### src/rtl/vga_timing_pkg.sv
// Shared constants and helpers for the VGA raster timing generator.
// Defaults describe 640x480@60; the helpers derive totals, counter widths and sync windows.
package vga_timing_pkg;

  typedef enum logic {
    SYNC_ACTIVE_LOW  = 1'b0,
    SYNC_ACTIVE_HIGH = 1'b1
  } sync_pol_e;

  localparam int DEF_H_ACTIVE    = 640;
  localparam int DEF_H_FRONT     = 16;
  localparam int DEF_H_SYNC      = 96;
  localparam int DEF_H_BACK      = 48;
  localparam int DEF_V_ACTIVE    = 480;
  localparam int DEF_V_FRONT     = 10;
  localparam int DEF_V_SYNC      = 2;
  localparam int DEF_V_BACK      = 33;
  localparam sync_pol_e DEF_SYNC_POL = SYNC_ACTIVE_LOW;
  localparam int DEF_SCALE_SHIFT = 1;
  localparam int DEF_ADDR_W      = 17;
  localparam int CNT_W           = 10;

  function automatic int axis_total(input int active, input int front,
                                    input int sync, input int back);
    return active + front + sync + back;
  endfunction

  function automatic int pos_width(input int total);
    return (total > 1) ? $clog2(total) : 1;
  endfunction

  function automatic logic in_sync(input int pos, input int active,
                                   input int front, input int sync);
    return (pos >= active + front) && (pos < active + front + sync);
  endfunction

endpackage

### src/rtl/vga_timing_gen_axis.sv
// One raster axis: position counter with wrap, plus sync and active decode of the
// position about to be entered. Parking forces the last position and idle sync level.
module vga_axis_counter
  import vga_timing_pkg::*;
#(
  parameter int   ACTIVE   = DEF_H_ACTIVE,
  parameter int   FRONT    = DEF_H_FRONT,
  parameter int   SYNC     = DEF_H_SYNC,
  parameter int   BACK     = DEF_H_BACK,
  parameter logic SYNC_POL = DEF_SYNC_POL,
  localparam int  TOTAL    = axis_total(ACTIVE, FRONT, SYNC, BACK),
  localparam int  PW       = pos_width(TOTAL)
) (
  input  logic          clk,
  input  logic          rst_n,
  input  logic          step,
  input  logic          park,
  output logic [PW-1:0] pos_d,
  output logic          active_d,
  output logic          sync_q
);

  localparam logic [PW-1:0] LAST = PW'(TOTAL - 1);

  logic [PW-1:0] pos_q;
  logic          sync_d;

  always_comb begin
    pos_d = pos_q;
    if (park)      pos_d = LAST;
    else if (step) pos_d = (pos_q == LAST) ? '0 : pos_q + 1'b1;
    active_d = !park && (int'(pos_d) < ACTIVE);
    sync_d = sync_q;
    if (park)      sync_d = ~SYNC_POL;
    else if (step) sync_d = in_sync(int'(pos_d), ACTIVE, FRONT, SYNC) ? SYNC_POL : ~SYNC_POL;
  end

  always_ff @(posedge clk or negedge rst_n) begin
    if (!rst_n) begin
      pos_q  <= LAST;
      sync_q <= ~SYNC_POL;
    end else begin
      pos_q  <= pos_d;
      sync_q <= sync_d;
    end
  end

endmodule

### src/rtl/vga_timing_gen.sv
// VGA raster timing generator with a scaled, incremental framebuffer address path.
// All outputs are registered and describe the raster position entered on a pix_ce edge.
module vga_timing_gen
  import vga_timing_pkg::*;
#(
  parameter int   H_ACTIVE    = DEF_H_ACTIVE,
  parameter int   H_FRONT     = DEF_H_FRONT,
  parameter int   H_SYNC      = DEF_H_SYNC,
  parameter int   H_BACK      = DEF_H_BACK,
  parameter int   V_ACTIVE    = DEF_V_ACTIVE,
  parameter int   V_FRONT     = DEF_V_FRONT,
  parameter int   V_SYNC      = DEF_V_SYNC,
  parameter int   V_BACK      = DEF_V_BACK,
  parameter logic SYNC_POL    = DEF_SYNC_POL,
  parameter int   SCALE_SHIFT = DEF_SCALE_SHIFT,
  parameter int   ADDR_W      = DEF_ADDR_W
) (
  input  logic              clk,
  input  logic              rst_n,
  input  logic              pix_ce,
  input  logic              en,
  input  logic [ADDR_W-1:0] base_addr,
  output logic              hsync,
  output logic              vsync,
  output logic              valid,
  output logic [CNT_W-1:0]  h_cnt,
  output logic [CNT_W-1:0]  v_cnt,
  output logic [ADDR_W-1:0] pixel_addr,
  output logic              line_start,
  output logic              frame_start
);

  localparam int HW  = pos_width(axis_total(H_ACTIVE, H_FRONT, H_SYNC, H_BACK));
  localparam int VW  = pos_width(axis_total(V_ACTIVE, V_FRONT, V_SYNC, V_BACK));
  localparam int VW1 = VW + 1;
  localparam int SW  = (SCALE_SHIFT > 0) ? SCALE_SHIFT : 1;

  localparam logic [SW-1:0]     SUB_MAX  = SW'((1 << SCALE_SHIFT) - 1);
  localparam logic [VW1-1:0]    ROW_MASK = VW1'((1 << SCALE_SHIFT) - 1);
  localparam logic [ADDR_W-1:0] ROW_STEP = ADDR_W'(H_ACTIVE >> SCALE_SHIFT);
  localparam logic [HW-1:0]     H_END    = HW'(H_ACTIVE);
  localparam logic [VW-1:0]     V_END    = VW'(V_ACTIVE);

  logic          adv, park, h_wrap;
  logic [HW-1:0] h_pos_d;
  logic [VW-1:0] v_pos_d;
  logic          h_act_d, v_act_d;

  assign adv    = pix_ce && en;
  assign park   = !en;
  assign h_wrap = adv && (h_pos_d == '0);

  vga_axis_counter #(
    .ACTIVE(H_ACTIVE), .FRONT(H_FRONT), .SYNC(H_SYNC), .BACK(H_BACK), .SYNC_POL(SYNC_POL)
  ) u_h (
    .clk(clk), .rst_n(rst_n), .step(adv), .park(park),
    .pos_d(h_pos_d), .active_d(h_act_d), .sync_q(hsync)
  );

  vga_axis_counter #(
    .ACTIVE(V_ACTIVE), .FRONT(V_FRONT), .SYNC(V_SYNC), .BACK(V_BACK), .SYNC_POL(SYNC_POL)
  ) u_v (
    .clk(clk), .rst_n(rst_n), .step(h_wrap), .park(park),
    .pos_d(v_pos_d), .active_d(v_act_d), .sync_q(vsync)
  );

  logic              valid_q, valid_d;
  logic [CNT_W-1:0]  h_cnt_q, h_cnt_d, v_cnt_q, v_cnt_d;
  logic [ADDR_W-1:0] pixel_addr_q, pixel_addr_d;
  logic              line_start_q, line_start_d, frame_start_q, frame_start_d;
  logic [ADDR_W-1:0] row_base_q, row_base_d, col_q, col_d;
  logic [SW-1:0]     sub_q, sub_d;
  logic [VW1-1:0]    v_next_line;
  logic              row_adv;

  always_comb begin
    valid_d       = valid_q;
    h_cnt_d       = h_cnt_q;
    v_cnt_d       = v_cnt_q;
    pixel_addr_d  = pixel_addr_q;
    line_start_d  = 1'b0;
    frame_start_d = 1'b0;
    row_base_d    = row_base_q;
    col_d         = col_q;
    sub_d         = sub_q;
    // Row base steps after the last line of each group of 2^SCALE_SHIFT replicated lines.
    v_next_line   = {1'b0, v_pos_d} + 1'b1;
    row_adv       = (v_pos_d < V_END) && ((v_next_line & ROW_MASK) == '0);
    if (!en) begin
      valid_d      = 1'b0;
      h_cnt_d      = '0;
      v_cnt_d      = '0;
      pixel_addr_d = '0;
    end else if (pix_ce) begin
      valid_d       = h_act_d && v_act_d;
      h_cnt_d       = valid_d ? CNT_W'(h_pos_d) : '0;
      v_cnt_d       = valid_d ? CNT_W'(v_pos_d) : '0;
      line_start_d  = (h_pos_d == '0);
      frame_start_d = line_start_d && (v_pos_d == '0);
      if (h_pos_d == '0) begin
        col_d = '0;
        sub_d = '0;
        if (v_pos_d == '0) row_base_d = base_addr;
      end else if (valid_d) begin
        sub_d = (sub_q == SUB_MAX) ? '0 : sub_q + 1'b1;
        if (sub_q == SUB_MAX) col_d = col_q + 1'b1;
      end
      if ((h_pos_d == H_END) && row_adv) row_base_d = row_base_q + ROW_STEP;
      if (valid_d) pixel_addr_d = row_base_d + col_d;
    end
  end

  always_ff @(posedge clk or negedge rst_n) begin
    if (!rst_n) begin
      valid_q       <= 1'b0;
      h_cnt_q       <= '0;
      v_cnt_q       <= '0;
      pixel_addr_q  <= '0;
      line_start_q  <= 1'b0;
      frame_start_q <= 1'b0;
      row_base_q    <= '0;
      col_q         <= '0;
      sub_q         <= '0;
    end else begin
      valid_q       <= valid_d;
      h_cnt_q       <= h_cnt_d;
      v_cnt_q       <= v_cnt_d;
      pixel_addr_q  <= pixel_addr_d;
      line_start_q  <= line_start_d;
      frame_start_q <= frame_start_d;
      row_base_q    <= row_base_d;
      col_q         <= col_d;
      sub_q         <= sub_d;
    end
  end

  assign valid       = valid_q;
  assign h_cnt       = h_cnt_q;
  assign v_cnt       = v_cnt_q;
  assign pixel_addr  = pixel_addr_q;
  assign line_start  = line_start_q;
  assign frame_start = frame_start_q;

endmodule
### config.mk
export PLATFORM = sky130hd
export DESIGN_NAME = vga_timing_gen
export DESIGN_NICKNAME = d
export VERILOG_FILES = /design/src/rtl/vga_timing_pkg.sv /design/src/rtl/vga_timing_gen_axis.sv /design/src/rtl/vga_timing_gen.sv
export SDC_FILE = /design/constraint.sdc
export NUM_CORES = 1
export LEC_CHECK = 0
export BUFFER_PORTS_ARGS = -buffer_cell sky130_fd_sc_hd__buf_2
export CELL_PAD_IN_SITES_DETAIL_PLACEMENT = 1
export CELL_PAD_IN_SITES_GLOBAL_PLACEMENT = 1
export CORE_MARGIN = 1.5
export CORE_UTILIZATION = 40
export DETAILED_ROUTE_END_ITERATION = 6
export GPL_TIMING_DRIVEN = 0
export PLACE_DENSITY_LB_ADDON = 0.1
export SLEW_MARGIN = 20
export SYNTH_ARGS = -nofsm -noshare
export SYNTH_HDL_FRONTEND = slang
export SYNTH_HIERARCHICAL = 1
export SYNTH_SLANG_ARGS = --single-unit
### constraint.sdc
create_clock -name clk -period 12.57 [get_ports clk]
set_input_delay 1.257 -clock clk [delete_from_list [all_inputs] [get_ports clk]]
set_output_delay 1.257 -clock clk [all_outputs]
set_load 0.02 [all_outputs]
==> results of run 1 <==
==> worst max-delay path, delay by kind of cell <==
family                     cells  cell delay, ns
xor gates and xnor gates       1            0.14
and+or+nand+nor               16            4.11
buffers and inverters          6            1.64
adders and majority gates      2            0.67
AOI/OAI and AO/OA              7            1.58
==> per-layer routing <==
metal / global-route usage (%) / vias to the layer above
met5: 0 / -
met4: 8.76 / 0
li1: - / 2365
met2: 41.6 / 95
met3: 2.79 / 27
met1: 31.0 / 2580
==> layout by cell type, fill, tap and decap left out, drive strengths merged, types with 12 or more instances in the layout <==
cell type  synthesis  layout
a21oi             25      25
a22o              37      37
and3              13      13
buf               14      77
clkbuf            16      28
dfrtp             85      85
dfstp             12      12
ha                21      21
inv               14      14
mux2              12      12
nand2             71      71
nand3             23      23
nand4             14      14
nor2              55      55
nor3              12      12
o21ai             30      30
o31ai             14      14
xnor2             22      22
xor2              22      22
==> worst paths after layout <==
check / from / endpoint / slack (ns) / cells after the start
min in group asynchronous: rst_n / u_v/pos_q[4]$_DFF_PN0_ / 0.82 / 1
setup / recovery: pix_ce / pixel_addr[14]$_DFFE_PN0P_ / 3.39 / 32
hold / removal: valid$_DFFE_PN0P_ / valid$_DFFE_PN0P_ / 0.49 / 1
hold reg to reg: valid$_DFFE_PN0P_ / valid$_DFFE_PN0P_ / 0.49 / 1
max in group asynchronous: rst_n / u_h/pos_q[4]$_DFF_PN1_ / 11.08 / 2
setup reg to reg: u_h/pos_q[0]$_DFF_PN1_ / pixel_addr[14]$_DFFE_PN0P_ / 4.83 / 29
==> where the power goes <==
group	total, W	switching (W)	internal (W)	leakage (nW)
Clock	0.000311	0.000125	0.000186	0.159
Combinational	0.0000558	0.0000378	0.0000181	1.76
Sequential	0.000323	0.00000513	0.000318	1.31
==> area by class of cell <==
type                       instances  area (sq um)  share of cell area [%]
multi-input combinational        466          3170                    47.0
tap                              180           225                    3.34
sequential                        97          2440                    36.3
clock inverter                     4          76.3                    1.13
clock buffer                      12           256                    3.81
inverter                          15          56.3                   0.836
timing repair buffer              63           344                    5.11
buffer                            31           168                    2.49
==> Yosys cell counts (all sizes together), types with 3 or more instances <==
cell type / count
and2: 6
o21ai: 30
and3: 13
a211oi: 3
nand3b: 3
o22ai: 3
clkbuf: 16
dfstp: 12
nor2b: 3
a21o: 7
a41oi: 3
a31oi: 7
nand3: 23
o221a: 3
nand2b: 7
nor3: 12
xor2: 22
nor2: 55
buf: 14
a21oi: 25
ha: 21
mux2i: 5
nand2: 71
inv: 14
o31ai: 14
and4: 4
a22o: 37
dfrtp: 85
and4b: 3
xnor2: 22
mux2: 12
nor4: 7
nand4: 14
o21bai: 4
==> state kept, by name, indices dropped and copies added (netlist names) <==
register	cells
col_q	17
u_h/sync_q	1
v_cnt	10
u_v/sync_q	1
pixel_addr	17
row_base_q	17
frame_start	1
h_cnt	10
u_v/pos_q	10
valid	1
u_h/pos_q	10
line_start	1
sub_q	1
==> stage by stage <==
| step | total power, W | utilization [%] | std cells | worst slack, ns |
|---|---|---|---|---|
| floorplan | 0.000360 | - | 609 | 5.38 |
| global placement | 0.000381 | 45.4 | 851 | 3.12 |
| detailed placement | 0.000385 | 45.6 | 852 | 3.08 |
| CTS | 0.000698 | 48.0 | 868 | 3.43 |
| global route | 0.000714 | 48.0 | 868 | 2.85 |
| finish | 0.000691 | 48.0 | 868 | 3.39 |
==> kinds of logic (layout without fill, tap and decap cells) <==
logic type / count (synthesis) / in the layout / share of synthesized area (%)
simple gates: 229 / 229 / 20.6
compound gates: 154 / 154 / 19.1
flops: 97 / 97 / 41.9
buf+inv: 46 / 125 / 3.84
xor+xnor: 44 / 44 / 6.61
fa+ha+maj: 22 / 22 / 4.85
mux: 17 / 17 / 3.17
==> run summary, run 1 <==
The biggest area contributor in the post-synthesis netlist is sky130_fd_sc_hd__dfrtp_1. The ratio of final minimum period to clock period is 73.1%. The run finished with clean final reports. Sorting the synthesized cells by area gives the leading types as sky130_fd_sc_hd__dfrtp_1, sky130_fd_sc_hd__dfstp_2, sky130_fd_sc_hd__a22o_1. In the final layout, the share of cells above drive strength 1 is 21.4%.

The biggest fanout along the worst timing path is 11. The library cell contributing the largest single delay on the critical path is sky130_fd_sc_hd__clkbuf_1. The growth of design area from synthesis to finish is 15.5%. The number of warning messages in the yosys log is 6.

The number of search-and-repair iterations in the first detailed-routing pass is 4. Summed over all cells, the static leakage comes to 3.23 nW. The final antenna-violating net count came out at 0. Dividing the detail-routed via count by the number of cells gives 5.84. On the final layout, the worst hold slack is 0.489 ns. The via count of the first global-routing pass is 5168.

The number of enable flip-flop cells after synthesis came out at 0. In this run the cell area of the synthesized design comes to 5830 sq um. The post-placement cell area came out at 6400 sq um. Counting along the longest clock path gives a buffer depth of 2. The wire length reported by the detailed router is 17500 um. The total grt overflow is 0.

The number of setup violations in the final report is 0. The worst clock skew on the final layout came out at 0.00833 ns. Among all flip-flop cells after synthesis, the most frequent one is sky130_fd_sc_hd__dfrtp_1. The filler cell count is 1635.

Setup repair after global routing left no endpoint under its margin. The number of design rule violations left after detail routing is 0. The sum of net half-perimeters after detailed placement is 13200 um. The die width came out at 124 um. The final layout contains 726 nets. The uppermost metal layer occupied by signal nets is met4. The number of max-slew violations in the final report is 0. STA classifies the critical path startpoint as a primary input. The met3 routed wirelength came out at 449 um. The sink count of the clock tree came out at 97. The hold buffer count at CTS is 0. The timing-limited maximum frequency came out at 109 MHz. The power density normalized to cell area came out at 103 nW/um^2.

The data required time at the worst endpoint came out at 12.81 ns. The first-pass GRT wire length is 27900 um. The initial standard-cell utilization of the core is 41.5%. The tightest min-delay check is of the reg2reg type. The global-route usage over all layers is 24.0%. Routability-driven placement finished with a final weighted congestion of 0.879.

The number of violations reported at the end of detailed-routing iteration 0 is 320. The initial antenna violation count came to 0. The cell sitting at the root of the clock tree is a sky130_fd_sc_hd__clkbuf_16. The clock insertion delay at the later pin of the skew report is 0.35 ns. The count of distinct cell types in the synthesized netlist came out at 81. The kind of critical path is in2reg.

The transition time of the tightest slew-check pin came out at 0.857 ns. The setup total negative slack came out at 0 ns. The synthesized design devotes to its leading area cell type 36.5% of total area. The number of buffers added for setup after CTS is 0. The die area is 15300 sq um. The number of nets produced by synthesis is 652. The flop and latch count out of synthesis came out at 97. The cell row count is 43. The count of mapped cells out of synthesis is 609. The routed length on met1 is 7860 um. The top-level I/O count is 63. Sequential cells were found to cover 41.9% of the synthesized design area. The routed via count came out at 5067. The met2 wire length is 8740 um.

The proportion of synthesized flip-flops having asynchronous set or reset came out at 100%. TritonCTS built the clock tree. In this run the tool buffered the top-level ports with 62 buffer cells. Measured against its own limit, the worst slew margin works out to 42.6%. The worst supply voltage drop on vdd came out at 0.0590 mV.

The H-tree level count is 3. The core region area is 14000 sq um. The number of gates resized after CTS was 0.

The diode insertion count for antenna repair is 0. The mean post-synth cell area is 9.58 sq um. The max-cap check violation count came out at 0. With fillers left out, the area of the finished cells amounts to 6740 sq um.

Entering global routing, the biggest net connects 59 pins. Buffers inserted during clock tree synthesis total 9. The clock transition at the registers of the reported paths is 0.07 ns.

The critical path data arrival time is 9.43 ns. The hold violation total from the final report came out at 0. The vertical extent of the die is 124 um. The routed wire length per instance came out at 20.1 um.

The routed design could run at a clock period as short as 9.18 ns. STA classifies the critical path endpoint as a flip-flop. The critical path's largest stage delay is 0.63 ns.
(Power assumes the default switching activity.)
==> run 2: changes to the inputs <==
==> constraint.sdc (replaced) <==
create_clock -name clk -period 7.6 [get_ports clk]
set_input_delay 0.76 -clock clk [delete_from_list [all_inputs] [get_ports clk]]
set_output_delay 0.76 -clock clk [all_outputs]
set_load 0.02 [all_outputs]
==> run 2 against run 1 <==
  * Count of clock-buffer cells in the layout is the same
  * Sequential cell count stayed put
  * Core utilization rose by 0.70 points
  * Global-route usage hardly changed
  * Worst setup slack lost 3.0 ns
  * Die area unchanged
  * Largest cell class unchanged
  * Cell area increased by 1.5%
  * Clock skew increased by 0.00057 ns
  * Highest routed layer unchanged
  * Combinational power increased by 67%
  * Clock power increased by 66%
  * Worst hold slack worse by 0.17 ns
==> run summary, run 2 (synthesis gave the netlist of run 1 again) <==
The flow ran to the end, and the final reports show no timing, DRC or antenna violations. The global-route usage over all layers is 24.0%. The maximum count of clock buffers along a single path came out at 2. The register-to-register setup slack came out at 0.61 ns. The number of cells after detailed placement came out at 852. The worst relative slew slack came out at 43.6%.

The net total in the final layout came out at 729. The total overflow left after global routing is 0. The min-delay analysis places its worst path in the category in2async. The TritonCTS buffer count is 9. The timing-limited maximum frequency is 139 MHz. The diode insertion count for antenna repair came out at 0. The worst path uses 94.4% of the clock period. The share of final-layout standard cells stronger than drive strength 1 is 23.4%. In this run the worst path has a maximum fanout of 16. The number of search-and-repair iterations in the first detailed-routing pass is 5.

The routed via count came out at 5026. The critical path's largest stage delay is 0.44 ns. The growth of design area from synthesis to finish came out at 17.2%. The via count of the first global-routing pass came out at 5169. The filler cell count is 1632. The worst setup path is of the in2reg kind. Clock-pin slew was measured on the worst setup and hold paths at 0.07 ns.

In this run the critical register-to-register path is captured at pixel_addr[14]$_DFFE_PN0P_. The number of max-slew violations in the final report is 0. The multi-input combinational cells in the finished layout cover a total of 3230 sq um.

The sum of net half-perimeters after detailed placement is 13200 um. The die covers 15300 sq um. TritonCTS built the clock tree. The transition time of the tightest slew-check pin is 0.841 ns. The critical path data arrival time is 7.42 ns. The max-cap check violation count came out at 0. The power density normalized to cell area is 167 nW/um^2.

The library cell contributing the largest single delay on the critical path is sky130_fd_sc_hd__nor4_4. The final weighted congestion in routability-driven placement came out at 0.879. The cell sitting at the root of the clock tree is a sky130_fd_sc_hd__clkbuf_16. Across the routed clock network, the largest skew measured is 0.00890 ns. At the worst endpoint, the required time is 7.85 ns.

The count of nets left with antenna violations once routing finished came out at 0. The number of violations reported at the end of detailed-routing iteration 0 came out at 277. The worst setup path is launched from a primary input. Leaving out fill and tap cells, the most frequent cell in the layout is sky130_fd_sc_hd__dfrtp_1. The hold violation total from the final report is 0. The initial standard-cell utilization of the core came out at 41.5%. The die width is 124 um. In the layout the commonest cells are sky130_fd_sc_hd__dfrtp_1, sky130_fd_sc_hd__nand2_1, sky130_fd_sc_hd__buf_2. The top-level I/O count is 63. The worst hold-check slack came out at 0.319 ns. The H-tree level count came out at 3. The setup total negative slack is 0 ns. For this design the static power due to leakage is 3.25 nW.

The first-pass GRT wire length came out at 27900 um. At the later pin of the worst-skew pair, clock insertion delay measures 0.36 ns. Entering global routing, the biggest net connects 59 pins.

The worst supply voltage drop on vdd is 0.0983 mV. The core region area is 14000 sq um. The initial antenna violation count is 0. The number of design rule violations left after detail routing is 0. For this design, the sink count on the clock tree is 97. The final critical-path required period came out at 7.18 ns. The wire length reported by the detailed router came out at 17500 um. Setup violations remaining at the end of the flow were counted as 0. The worst reg-to-reg path cell count came out at 29. The vias per cell is 5.77. The startpoint of the most critical register-to-register path is u_h/pos_q[0]$_DFF_PN1_.

In the final layout, flip-flops and latches occupy 2440 sq um. The routed wire length per instance is 20.1 um. Leaving out filler cells and counting taps, the final layout contains 871. In this run the tool buffered the top-level ports with 62 buffer cells.

The vertical extent of the die is 124 um. The kind of end point of the critical path is a flip-flop. The cell row count came out at 43.
run 2: timing repair:
action	CTS	global route
pin swaps	0	3
hold buffers	0	0
buffers inserted	0	4
cloned	0	0
gates resized for setup	7	11
endpoints found under the setup margin	14	10
endpoints found under the hold margin	0	0
run 2: worst max path at each step:
| stage | startpoint | endpoint | slack [ns] |
|---|---|---|---|
| after floorplan | pix_ce | pixel_addr[14]$_DFFE_PN0P_ | 0.90 |
| after global placement | pix_ce | pixel_addr[14]$_DFFE_PN0P_ | -1.35 |
| after detailed placement | pix_ce | pixel_addr[14]$_DFFE_PN0P_ | -1.39 |
| after CTS | pix_ce | pixel_addr[14]$_DFFE_PN0P_ | 0.01 |
| after global routing | pix_ce | pixel_addr[16]$_DFFE_PN0P_ | -0.01 |
| final | pix_ce | pixel_addr[14]$_DFFE_PN0P_ | 0.42 |
run 2: layout make-up:
cell class | count | area share, %
sequential | 97 | 35.7
clock inverter | 4 | 1.12
multi-input combinational | 466 | 47.3
timing repair buffer | 67 | 5.47
buffer | 30 | 2.42
tap | 180 | 3.30
inverter | 15 | 0.897
clock buffer | 12 | 3.75
run 2: routing by layer:
metal | vias to the layer above | wire length, um | GRT usage (%)
met4 | 0 | 374 | 8.33
met1 | 2539 | 7770 | 31.0
met2 | 86 | 8860 | 41.7
met5 | - | 0 | 0
li1 | 2373 | - | -
met3 | 28 | 499 | 2.79
run 2: power breakdown:
group / total (W) / switching [W] / internal, W
combinational: 0.0000933 / 0.0000632 / 0.0000301
sequential: 0.000535 / 0.00000840 / 0.000526
clock: 0.000515 / 0.000207 / 0.000307
total: 0.00114 / 0.000279 / 0.000864
run 2: metrics by stage:
step | util (%) | setup WS (ns) | cell area, sq um | total power (W)
after global routing | 48.7 | -0.0112 | 6830 | 0.00118
after floorplan | - | 0.902 | 5830 | 0.000595
after CTS | 48.2 | 0.0148 | 6770 | 0.00115
after global placement | 45.4 | -1.35 | 6370 | 0.000631
final | 48.7 | 0.423 | 6830 | 0.00114
after detailed placement | 45.6 | -1.39 | 6400 | 0.000637
run 2: worst max-delay path: cells and delay by family:
kind	cells	cell delay, ns
multiplexers	1	0.28
adder cells (fa/ha/maj)	2	0.67
buffers and inverters	6	1.02
AND/OR/NAND/NOR	16	3.35
XOR/XNOR	1	0.14
AO/OA/AOI/OAI	5	1.17
==> run 3: changes to the inputs <==
--- a/config.mk
+++ b/config.mk
@@ -9,10 +9,12 @@
 export CELL_PAD_IN_SITES_DETAIL_PLACEMENT = 1
 export CELL_PAD_IN_SITES_GLOBAL_PLACEMENT = 1
 export CORE_MARGIN = 1.5
-export CORE_UTILIZATION = 40
+export CORE_UTILIZATION = 42
 export DETAILED_ROUTE_END_ITERATION = 6
 export GPL_TIMING_DRIVEN = 0
+export HOLD_SLACK_MARGIN = 0.12
 export PLACE_DENSITY_LB_ADDON = 0.1
+export SETUP_SLACK_MARGIN = 0.3
 export SLEW_MARGIN = 20
 export SYNTH_ARGS = -nofsm -noshare
 export SYNTH_HDL_FRONTEND = slang
==> run 3 against run 2 <==
  * Clock power fell by 1%
  * Core utilization rose by 3.4 points
  * Wire length fell by 0.34%
  * Count of clock-buffer cells in the layout fell by 2
  * Largest cell class unchanged
  * Critical endpoint unchanged
  * Critical path depth rose by 2
  * Sequential share of layout area fell by 0.71 points
  * Via count rose by 0.94%
  * Fmax rose by 4.2%
==> run summary, run 3 (synthesis gave the netlist of run 1 again) <==
The count of buffers from port buffering is 62. The post-placement cell area came out at 6400 sq um. The growth of design area from synthesis to finish is 19.5%.

The post-route core utilization came out at 52.0%. The ratio of final minimum period to clock period is 90.7%. The multi-input combinational cells in the finished layout cover a total of 3290 sq um. The cell sitting at the root of the clock tree is a sky130_fd_sc_hd__clkbuf_16.

The library cell contributing the largest single delay on the critical path is sky130_fd_sc_hd__fa_1. In the final layout, the share of cells above drive strength 1 is 25.8%. The cell row count is 42.

The clock insertion delay at the later pin of the skew report came out at 0.36 ns. The vias per cell came out at 5.78. Leaving out fill and tap cells, the most frequent cells in the layout are sky130_fd_sc_hd__dfrtp_1, sky130_fd_sc_hd__buf_2, sky130_fd_sc_hd__nand2_1. TritonCTS built the clock tree. The number of setup violations in the final report is 0.

The final weighted congestion in routability-driven placement is 0.873. The final route contains 5073 vias. After clock tree synthesis, the clock-pin slew on the worst setup and hold paths is 0.07 ns. The number of violations reported at the end of detailed-routing iteration 0 is 284. The worst register-to-register path has a depth of 30.

The hold buffer count at CTS is 0. The detail route stage leaves a number of antenna-violating nets equal to 0. The cell type group with the largest total delay on the critical path is simple AND/OR/NAND/NOR gates.

By startpoint and endpoint, the worst setup path is classified as in2reg. The run finished with clean final reports. The critical path data arrival time came out at 7.13 ns. The initial antenna violation count came out at 0. In the final routed layout, each cell accounts on average for 19.9 um. The core region area is 13400 sq um. Setup repair after global routing left no endpoint under its margin. The buffers plus inverters on the worst setup path came out at 8. The transition time of the tightest slew-check pin came out at 0.776 ns.

The TritonCTS buffer count came out at 9. STA classifies the critical path endpoint as a flip-flop. The final critical-path required period came out at 6.89 ns. The H-tree level count came out at 3.

The finished cells cover 6970 sq um. In the routed design, unresolved DRC markers number 0. The critical path's largest stage delay is 0.40 ns.

Across all hold checks on the routed design, the worst slack comes to 0.277 ns. The data required time at the worst endpoint came out at 7.84 ns. Of all nets on the critical path, the largest fanout is 11. The power density normalized to cell area is 164 nW/um^2. The filler cell count is 1575. The die covers 14600 sq um. The via count of the first global-routing pass came to 5330. The vertical extent of the die is 121 um.

The initial standard-cell utilization of the core is 43.5%. The worst setup path is launched from a primary input. The cell depth of the worst setup path is 33. The number of antenna diodes in the final layout is 0. The sink count of the clock tree came out at 97. The hold violation total from the final report came out at 0. The total grt overflow came out at 0.

The worst supply voltage drop on vdd came out at 0.0867 mV. Summed over all cells, the static leakage comes to 3.35 nW. The combined flip-flop and latch cell area is 2440 sq um.

Wires add up to 17400 um. The number of max-slew violations in the final report is 0. By instance count, the cell type seen most on the critical path is sky130_fd_sc_hd__buf_2. For this design the top-level I/O count stands at 63.

The setup total negative slack came out at 0 ns. Based on the critical path, the design can be clocked at up to 145 MHz. The first-pass GRT wire length came out at 28000 um. Max-cap violations in this run came to 0. Leaving out fill and tap cells, the most frequent cell in the layout is sky130_fd_sc_hd__dfrtp_1. In this run the horizontal extent of the chip is 121 um. Detailed placement finished with a half-perimeter wire length of 13000 um. The worst clock skew on the final layout came out at 0.00805 ns. The maximum number of pins on one net before global-route repair is 72.

For this run, the total global-route usage over all layers was measured as 24.7%. The classification of the worst-slack hold path is in2async. The maximum count of clock buffers along a single path is 2. The net total in the final layout came out at 740.

The number of search-and-repair iterations in the first detailed-routing pass came out at 4. The worst relative slew slack is 48.0%.
run 3: stage by stage:
step | cells | setup slack, ns | total power [W]
2_1_floorplan | 609 | 0.902 | 0.000595
3_3_place_gp | 847 | -1.20 | 0.000631
3_5_place_dp | 848 | -1.42 | 0.000635
4_1_cts | 868 | 0.343 | 0.00115
5_1_grt | 878 | 0.247 | 0.00118
6_report | 878 | 0.710 | 0.00114
run 3: final timing paths:
path	start	endpoint	slack [ns]
max	pix_ce	pixel_addr[14]$_DFFE_PN0P_	0.71
max in group asynchronous	rst_n	u_h/pos_q[3]$_DFF_PN1_	6.65
min in group clk	valid$_DFFE_PN0P_	valid$_DFFE_PN0P_	0.48
min reg2reg	valid$_DFFE_PN0P_	valid$_DFFE_PN0P_	0.48
min	rst_n	u_v/pos_q[0]$_DFF_PN0_	0.28
max reg2reg	u_h/pos_q[0]$_DFF_PN1_	pixel_addr[14]$_DFFE_PN0P_	0.89
run 3: cell type report:
type | instances | area share [%]
Buffer | 31 | 2.55
Clock buffer | 10 | 3.43
Clock inverter | 6 | 1.31
Inverter | 15 | 0.844
Multi-Input combinational cell | 466 | 47.2
Sequential cell | 97 | 35.0
Tap cell | 176 | 3.16
Timing Repair Buffer | 77 | 6.44
run 3: timing repair:
action                     CTS  global route
pin swaps                    3             7
cloned                       0             0
setup endpoints to repair   16             8
buffers inserted             4            10
resized for setup           14            24
run 3: power by group:
part	switching, W	leakage [nW]	internal [W]	total, W
combinational	0.0000636	1.87	0.0000330	0.0000967
clock	0.000211	0.163	0.000299	0.000510
sequential	0.00000845	1.31	0.000526	0.000535
total	0.000283	3.35	0.000858	0.00114
run 3: worst register-to-register path, delay by kind of cell, from the launching register on:
kind	cells	cell delay, ns
compound gates	5	1.19
xor+xnor	1	0.15
fa+ha+maj	3	0.85
buf+inv	5	0.82
flops	1	0.56
mux	1	0.23
simple gates	15	2.81
run 3: per-layer routing:
metal / track usage [%] / share of wire (%) / up-vias
li1: - / - / 2403
met1: 31.1 / 44 / 2549
met2: 43.1 / 50 / 92
met3: 2.11 / 2.8 / 29
met4: 11.3 / 3.0 / 0
met5: 0 / 0 / -
